### config.mk
export PLATFORM = sky130hd
export DESIGN_NAME = mod_shiftrows_engine
export DESIGN_NICKNAME = d
export VERILOG_FILES = /design/src/rtl/aes_shift_pkg.sv /design/src/rtl/mod_row_rotator.sv /design/src/rtl/mod_shiftrows_engine.sv
export SDC_FILE = /design/constraint.sdc
export NUM_CORES = 1
export LEC_CHECK = 0
export CORE_ASPECT_RATIO = 0.7
export CORE_MARGIN = 5
export CORE_UTILIZATION = 50
export DETAILED_ROUTE_END_ITERATION = 6
export GPL_TIMING_DRIVEN = 0
export PLACE_DENSITY = 0.79
export SYNTH_ARGS = -nofsm -noshare
export SYNTH_HDL_FRONTEND = slang
export SYNTH_SLANG_ARGS = --single-unit
### constraint.sdc
create_clock -name clk -period 3.36 [get_ports clk]
set_input_delay 0.336 -clock clk [delete_from_list [all_inputs] [get_ports clk]]
set_output_delay 0.336 -clock clk [all_outputs]
set_load 0.05 [all_outputs]
### src/rtl/aes_shift_pkg.sv
// Shared types, FSM encoding, mode constants and row-offset table for the
// ShiftRows / InvShiftRows engine.
package aes_shift_pkg;

  localparam int unsigned BW_DEF = 8;

  localparam logic MODE_ENC = 1'b0;
  localparam logic MODE_DEC = 1'b1;

  typedef logic [BW_DEF-1:0] elem_t;

  typedef enum logic [1:0] {
    IDLE  = 2'd0,
    SHIFT = 2'd1,
    DONE  = 2'd2
  } state_t;

  // Rijndael row offsets: 256-bit blocks use {0,1,3,4}, narrower ones {0,1,2,3}
  function automatic logic [2:0] row_offset(input int unsigned nb, input logic [1:0] row);
    logic [2:0] off;
    off = {1'b0, row};
    if (nb == 8 && row == 2'd2) off = 3'd3;
    else if (nb == 8 && row == 2'd3) off = 3'd4;
    return off;
  endfunction

endpackage

### src/rtl/mod_row_rotator.sv
// Combinational rotation of one NB-element state row; left for encrypt,
// right for decrypt.
module mod_row_rotator
  import aes_shift_pkg::*;
#(
  parameter int unsigned NB = 4,
  parameter int unsigned BW = 8
) (
  input  logic [NB*BW-1:0] i_row,
  input  logic [2:0]       i_off,
  input  logic             i_dir,
  output logic [NB*BW-1:0] o_row
);

  always_comb begin
    int src;
    src   = 0;
    o_row = '0;
    for (int c = 0; c < int'(NB); c++) begin
      if (i_dir == MODE_DEC) src = (c + int'(NB) - int'(i_off)) % int'(NB);
      else                   src = (c + int'(i_off)) % int'(NB);
      o_row[c*BW +: BW] = i_row[src*BW +: BW];
    end
  end

endmodule

### src/rtl/mod_shiftrows_engine.sv
// ShiftRows / InvShiftRows engine on a 4 x NB state with valid/ready handshakes.
// MOD_SHIFTRORS_PARALLEL_EN: rotate all four rows in a single SHIFT cycle.
//
//   state | meaning
//   IDLE  | waiting for a state, in_ready high
//   SHIFT | rotating rows of the working register
//   DONE  | result presented, held until out_ready
module mod_shiftrows_engine
  import aes_shift_pkg::*;
#(
  parameter int unsigned NB = 4,
  parameter int unsigned BW = 8
) (
  input  logic              clk,
  input  logic              rst_n,
  input  logic              in_valid,
  output logic              in_ready,
  input  logic              in_mode,
  input  logic [4*NB*BW-1:0] in_state,
  output logic              out_valid,
  input  logic              out_ready,
  output logic [4*NB*BW-1:0] out_state,
  output logic              busy
);

  localparam int unsigned ROW_W = NB * BW;
  localparam int unsigned SW    = 4 * ROW_W;

  state_t          r_state, w_state_nxt;
  logic            r_mode;
  logic [SW-1:0]   r_work, w_work_nxt, r_out_state;
  logic            w_accept, w_last;

`ifdef MOD_SHIFTRORS_PARALLEL_EN
  for (genvar g = 0; g < 4; g++) begin : g_rot
    mod_row_rotator #(.NB(NB), .BW(BW)) u_rot (
      .i_row (r_work[g*ROW_W +: ROW_W]),
      .i_off (row_offset(NB, 2'(g))),
      .i_dir (r_mode),
      .o_row (w_work_nxt[g*ROW_W +: ROW_W])
    );
  end

  assign w_last = 1'b1;
`else
  logic [1:0]       r_row;
  logic [ROW_W-1:0] w_row_in, w_row_out;

  always_comb begin
    w_row_in = '0;
    for (int r = 0; r < 4; r++)
      if (r_row == 2'(r)) w_row_in = r_work[r*ROW_W +: ROW_W];
  end

  mod_row_rotator #(.NB(NB), .BW(BW)) u_rot (
    .i_row (w_row_in),
    .i_off (row_offset(NB, r_row)),
    .i_dir (r_mode),
    .o_row (w_row_out)
  );

  always_comb begin
    w_work_nxt = r_work;
    for (int r = 0; r < 4; r++)
      if (r_row == 2'(r)) w_work_nxt[r*ROW_W +: ROW_W] = w_row_out;
  end

  assign w_last = (r_row == 2'd3);

  always_ff @(posedge clk or negedge rst_n) begin
    if (!rst_n)                  r_row <= 2'd0;
    else if (w_accept)           r_row <= 2'd0;
    else if (r_state == SHIFT)   r_row <= r_row + 2'd1;
  end
`endif

  always_comb begin
    w_state_nxt = r_state;
    w_accept    = 1'b0;
    case (r_state)
      IDLE: begin
        if (in_valid) begin
          w_accept    = 1'b1;
          w_state_nxt = SHIFT;
        end
      end
      SHIFT:   if (w_last) w_state_nxt = DONE;
      DONE:    if (out_ready) w_state_nxt = IDLE;
      default: w_state_nxt = IDLE;
    endcase
  end

  always_ff @(posedge clk or negedge rst_n) begin
    if (!rst_n) begin
      r_state     <= IDLE;
      r_mode      <= MODE_ENC;
      r_work      <= '0;
      r_out_state <= '0;
    end else begin
      r_state <= w_state_nxt;
      if (w_accept) begin
        r_work <= in_state;
        r_mode <= in_mode;
      end else if (r_state == SHIFT) begin
        r_work <= w_work_nxt;
        // result register loads only on the DONE-entry edge
        if (w_last) r_out_state <= w_work_nxt;
      end
    end
  end

  assign in_ready  = (r_state == IDLE);
  assign out_valid = (r_state == DONE);
  assign busy      = (r_state == SHIFT) || (r_state == DONE);
  assign out_state = r_out_state;

endmodule

## Yosys cells after proc, flatten, opt, wreduce, memory -nomap -nowiden

Index checks and enable logic that the tools add are counted.

| word-level totals | value |
|---|---|
| bits in registers | 261 |
| output and inout bits | 131 |
| word-level logic and storage cells | 68 |

| operators by class | value |
|---|---|
| add/subtract/negate cells | 8 |
| eq/ne operators | 8 |
| shift-type cells | 4 |
| muxes and demuxes | 22 |
| bitwise gates (word level) | 8 |
| reductions and logical operators | 13 |

Operators with widths:

| cell | count |
|---|---|
| two-way mux 128 bit | 2 |
| two-way mux 32 bit | 8 |
| indexed part select 32 x 33 -> 8 bit | 4 |
| two-way mux 29 bit | 4 |
| subtractor 3 x 2 -> 4 bit, first input constant | 4 |
| OR reduction 2 bit | 7 |
| two-way mux 2 bit | 5 |
| == test 2 bit, second input constant | 3 |
| case mux 2 bit (3 select lines) | 1 |
| AND reduction 3 bit | 2 |
| adder 2 bit, first input constant | 2 |
| AND 1 bit | 4 |
| == test 2 x 1 -> 1 bit, second input constant | 2 |
| zero test 2 bit | 2 |
| != test 2 bit, second input constant | 2 |
| AND 1 bit, first input constant | 3 |
| adder 1 x 2 -> 2 bit, first input constant | 1 |
| adder 2 x 1 -> 2 bit, second input constant | 1 |
| two-way mux 1 bit | 2 |
| != test 2 x 1 -> 1 bit, second input constant | 1 |
| nonzero test 2 bit | 1 |
| logical OR 1 bit | 1 |
| NOT 1 bit | 1 |

## Longest topological paths before layout

| depth | value |
|---|---|
| depth after elaboration | 9 |
| depth in mapped cells | 11 |
| gate-level depth less buffers | 7 |

## Cells and area by module

From an unflattened synthesis, not the netlist that was laid out.

| second synthesis, totals | value |
|---|---|
| cells, all modules | 1308 |
| area, all modules | 13987.2 um2 |

By module, submodules not included:

| module | instances | cells an instance | area an instance (um2) |
|---|---|---|---|
| mod_shiftrows_engine | 1 | 1235 | 12841.1 |
| mod_row_rotator | 1 | 73 | 1146.1 |

## Worst setup path before layout

No wires, ideal clock.

| timing | value |
|---|---|
| path type | register -> register |
| start | reg r_row[0] |
| end | reg r_work[78] |
| library setup time | 0.077 ns |
| data arrival time | 2.590 ns |
| required time | 3.283 ns |
| setup slack | 0.693 ns |
| stages on the path, launching flop included | 9 |
| buffers on the path | 3 |
| period minus slack after synthesis | 2.667 ns |
| cells stage by stage | dfrtp_1 buf_2 inv_2 buf_2 ha_1 mux2i_4 buf_6 mux4_2 o21ai_1 |

| between the ends | value |
|---|---|
| word-level cells in the longest chain between the ends | 9 |
| elaborated cells on any way between the ends | 19 |
| those cells by class | add/sub: 2; eq/ne: 3; shift: 1; mux: 8; bitwise: 2; reduce/logical: 3 |

RTL lines:

| what | line | source |
|---|---|---|
| start: declaration | mod_shiftrows_engine.sv:46 | `logic [1:0] r_row;` |
| start signal: assignment | mod_shiftrows_engine.sv:73 | `else if (r_state == SHIFT) r_row <= r_row + 2'd1;` |
| parallel branches: the longest is 6 deep, another holds subtractor 3 x 2 -> 4 bit | n/a |  |
| two-way mux 32 bit (*) | mod_shiftrows_engine.sv:65 | `if (r_row == 2'(r)) w_work_nxt[r*ROW_W +: ROW_W] = w_row_out;` |
| two-way mux 128 bit (*) | mod_shiftrows_engine.sv:104 | `end else if (r_state == SHIFT) begin` |
| two-way mux 128 bit (*) | mod_shiftrows_engine.sv:101 | `if (w_accept) begin` |
| end signal: assignment | mod_shiftrows_engine.sv:102 | `r_work <= in_state;` |
| end signal: assignment | mod_shiftrows_engine.sv:105 | `r_work <= w_work_nxt;` |
| end: declaration | mod_shiftrows_engine.sv:31 | `logic [SW-1:0] r_work, w_work_nxt, r_out_state;` |

Every way passes the cells marked *. The select of a mux whose other input is x is not followed.
A chain may end at the register's enable or synchronous reset.

## Worst setup path in the final report

| timing | value |
|---|---|
| start | reg r_row[0] |
| end | reg r_work[47] |

Same word-level chain as after synthesis.

==> impl_metrics.tcl <==
set metrics [dict create \
    status "finished, final reports clean" \
    clkSlewWorstSetupHoldPaths_ns 0.07 \
    drv_slew 0 \
    max-vdd-ir-drop_mv 0.7533 \
    n_antenna_cell 0 \
    layout.nets 1614 \
    crit_type "flip-flop to flip-flop" \
    synth_nets 1320 \
    yosys-top-cells-area "dfrtp_1 (52%), o21ai_1 (10%), a22oi_1 (7.7%), mux4_2 (5.8%), nor3b_1 (5.8%)" \
    cts_buffers 26 \
    worst_path_max_delay_cell "mux4_2" \
    gp_congestion 1.014 \
    slew-limit-headroom_pct 44.25 \
    htree_levels 1 \
    ant_nets 0 \
    min_period_ns 3.264 \
    cts_root_buf "clkbuf_16" \
    die-area_mm2 0.02821 \
    setup_violations 0 \
    clock_sinks 261 \
    drc_errors 0 \
    row_count 48 \
    yosysWarnings 0 \
    synthCells 1180 \
    cts_setup_buffers 0 \
    dpl_worst_slack_ns -0.3257 \
    cap_violations 0 \
    ios 264 \
    seq_area_mm2 0.006531 \
    yosysTopAreaCell "dfrtp_1" \
    cp-start-kind "flip-flop" \
    finalSetupTns_ns 0 \
    powerDensity_mw_per_mm2 1291 \
    required_ns 3.76 \
    path_max_fanout 11 \
    clkLatencyLatePin_ns 0.55 \
    max_freq_mhz 306.4 \
    final_cell_mix "clkdlybuf4s50_1 (262), dfrtp_1 (261), o21ai_1 (256)" \
    die_h_um 142.0 \
    post-route-worst-setup-slack_ns 0.09592 \
    die_x_um 198.6 \
    syn_area_per_cell_um2 10.55 \
    routed_wl_um 51100 \
    viasPerCell 6.741 \
    total_power_uw 21360 \
    multi_input_area_mm2 0.005470 \
    worst_slew_pin_slew_ns 0.8363 \
    wl_per_cell_um 28.12 \
    grt_pass1_vias 11770 \
    place_hpwl_um 37510 \
    fin_crit_sh_pct 97.15 \
    core-area_mm2 0.02456 \
    first_pass_iters 6 \
    power.leakage_uw 0.006430 \
    grt_overflow 0 \
    synth_cell_types 34 \
    final_common_cell "clkdlybuf4s50_1" \
    grt_pass1_wl_um 74950 \
    critical_path.max_stage_delay_ns 0.54 \
    detailroute.via_count 12250 \
    path_cells "clkbuf_4 > inv_4 > buf_4 > ha_1 > buf_2 > nand2_2 > clkbuf_4 > o221ai_1 > mux4_2 > o21ai_1" \
    synth_seq_cells 261 \
    grt_max_degree 123 \
    endpoint_kind "flip-flop" \
    ctsLongestPathBuffers 3 \
    track_usage_pct 35.38 \
    rsz0062_at_grt "false" \
    cp_common_cell "clkbuf_4" \
    synth_seq_area_share_pct 52.46 \
    cts_tree "built" \
    min_path_type "primary input to asynchronous set/reset pin" \
    port_buffers 263 \
    n_fill_cell 1944 \
    yosys.area.top_type_share_pct 52.46 \
    drive_gt1_share_pct 8.780 \
    detail_route.iter0.violations 1873 \
    start_util_pct 50.68 \
    syn_area_mm2 0.01245 \
    hold_violations 0 \
    syn2layout_area_growth_pct 32.87 \
    arrival_ns 3.66 \
    clock_skew_ns 0.01685 \
    antenna_found_initial 0 \
]
layout make-up:
cell class | count | area share, %
Inverter | 7 | 0.1740
Multi-Input combinational cell | 800 | 33.07
Tap cell | 325 | 2.458
Clock buffer | 37 | 4.674
Sequential cell | 261 | 39.48
Clock inverter | 9 | 0.7488
Timing Repair Buffer | 266 | 16.34
Buffer | 112 | 3.056
report_power, final:
part | total [uW] | internal, uW | switching [uW]
Clock | 3090 | 1820 | 1260
Combinational | 12600 | 4080 | 8470
Sequential | 5710 | 4580 | 1140
Total | 21400 | 10500 | 10900
through the flow:
step / utilization [%] / area (um2) / cells / hold slack [ns]
global placement: 63.06 / 15490 / 1768 / 0.4698
global route: 67.34 / 16540 / 1817 / 0.2503
finish: 67.34 / 16540 / 1817 / 0.2414
CTS: 67.10 / 16480 / 1817 / 0.2423
floorplan: - / 12450 / 1180 / 0.04041
detailed placement: 63.30 / 15550 / 1770 / 0.2028
cells in the mapped netlist:
master / instances
o21ai_0: 2
and3_1: 1
nand3_1: 4
or2_1: 1
buf_6: 5
ha_1: 7
o221ai_1: 19
nor2_2: 1
buf_1: 1
mux2i_4: 2
mux4_2: 32
and2_1: 1
mux2i_1: 1
nand3b_1: 1
a22oi_1: 128
buf_2: 13
xnor2_1: 1
o211ai_1: 28
a22o_1: 1
o221ai_2: 13
inv_2: 2
clkbuf_1: 89
nand2_2: 1
dfrtp_1: 261
a221o_1: 3
o21ai_1: 256
inv_1: 5
buf_4: 4
nor2b_1: 1
a21oi_1: 100
nor2_1: 2
nand2_1: 97
nor3b_1: 96
a222oi_1: 1
final timing paths:
check / endpoint / slack [ns] / depth (start not counted) / startpoint
max reg2reg: r_work[47] / 0.1 / 10 / r_row[0]
min reg2reg: out_state[107] / 0.49 / 2 / out_state[107]
max in group asynchronous: out_state[29] / 2.23 / 3 / rst_n
min: out_state[105] / 0.24 / 2 / rst_n
max: r_work[47] / 0.1 / 10 / r_row[0]
min in group clk: r_mode / 0.40 / 3 / in_mode
layer usage:
| layer | share of wire [%] | vias to the layer above | wire length, um | GRT usage [%] |
|---|---|---|---|---|
| met5 | 0 | - | 0 | 0 |
| met3 | 17 | 125 | 8571 | 13.46 |
| met1 | 39 | 6011 | 20090 | 52.53 |
| met4 | 2.9 | 0 | 1491 | 9.065 |
| li1 | - | 5076 | - | - |
| met2 | 41 | 1037 | 20950 | 49.20 |
flip-flops by register name, summed over array words and instances, names as in the netlist:
signal	cells
r_state	2
r_mode	1
r_row	2
out_state	128
r_work	128
cell families after synthesis:
| group | synth area share [%] |
|---|---|
| mux | 6.231 |
| buf+inv | 4.141 |
| xor+xnor | 0.07036 |
| compound gates | 27.10 |
| flops | 52.46 |
| simple gates | 9.297 |
| fa+ha+maj | 0.7035 |
worst max-delay path: cells and delay by family, from the launching register on:
| kind | cells | cell delay, ns |
|---|---|---|
| AOI/OAI and AO/OA | 2 | 0.57 |
| adders and majority gates | 1 | 0.26 |
| buffers and inverters | 5 | 1.18 |
| DFF | 1 | 0.42 |
| muxes | 1 | 0.54 |
| and+or+nand+nor | 1 | 0.12 |
timing repair:
item	4_1_cts	5_1_grt
endpoints found under the hold margin	25	0
endpoints found under the setup margin	256	255
hold buffers	1	0
gates resized for setup	7	15
Power figures use the tool's default switching activity.
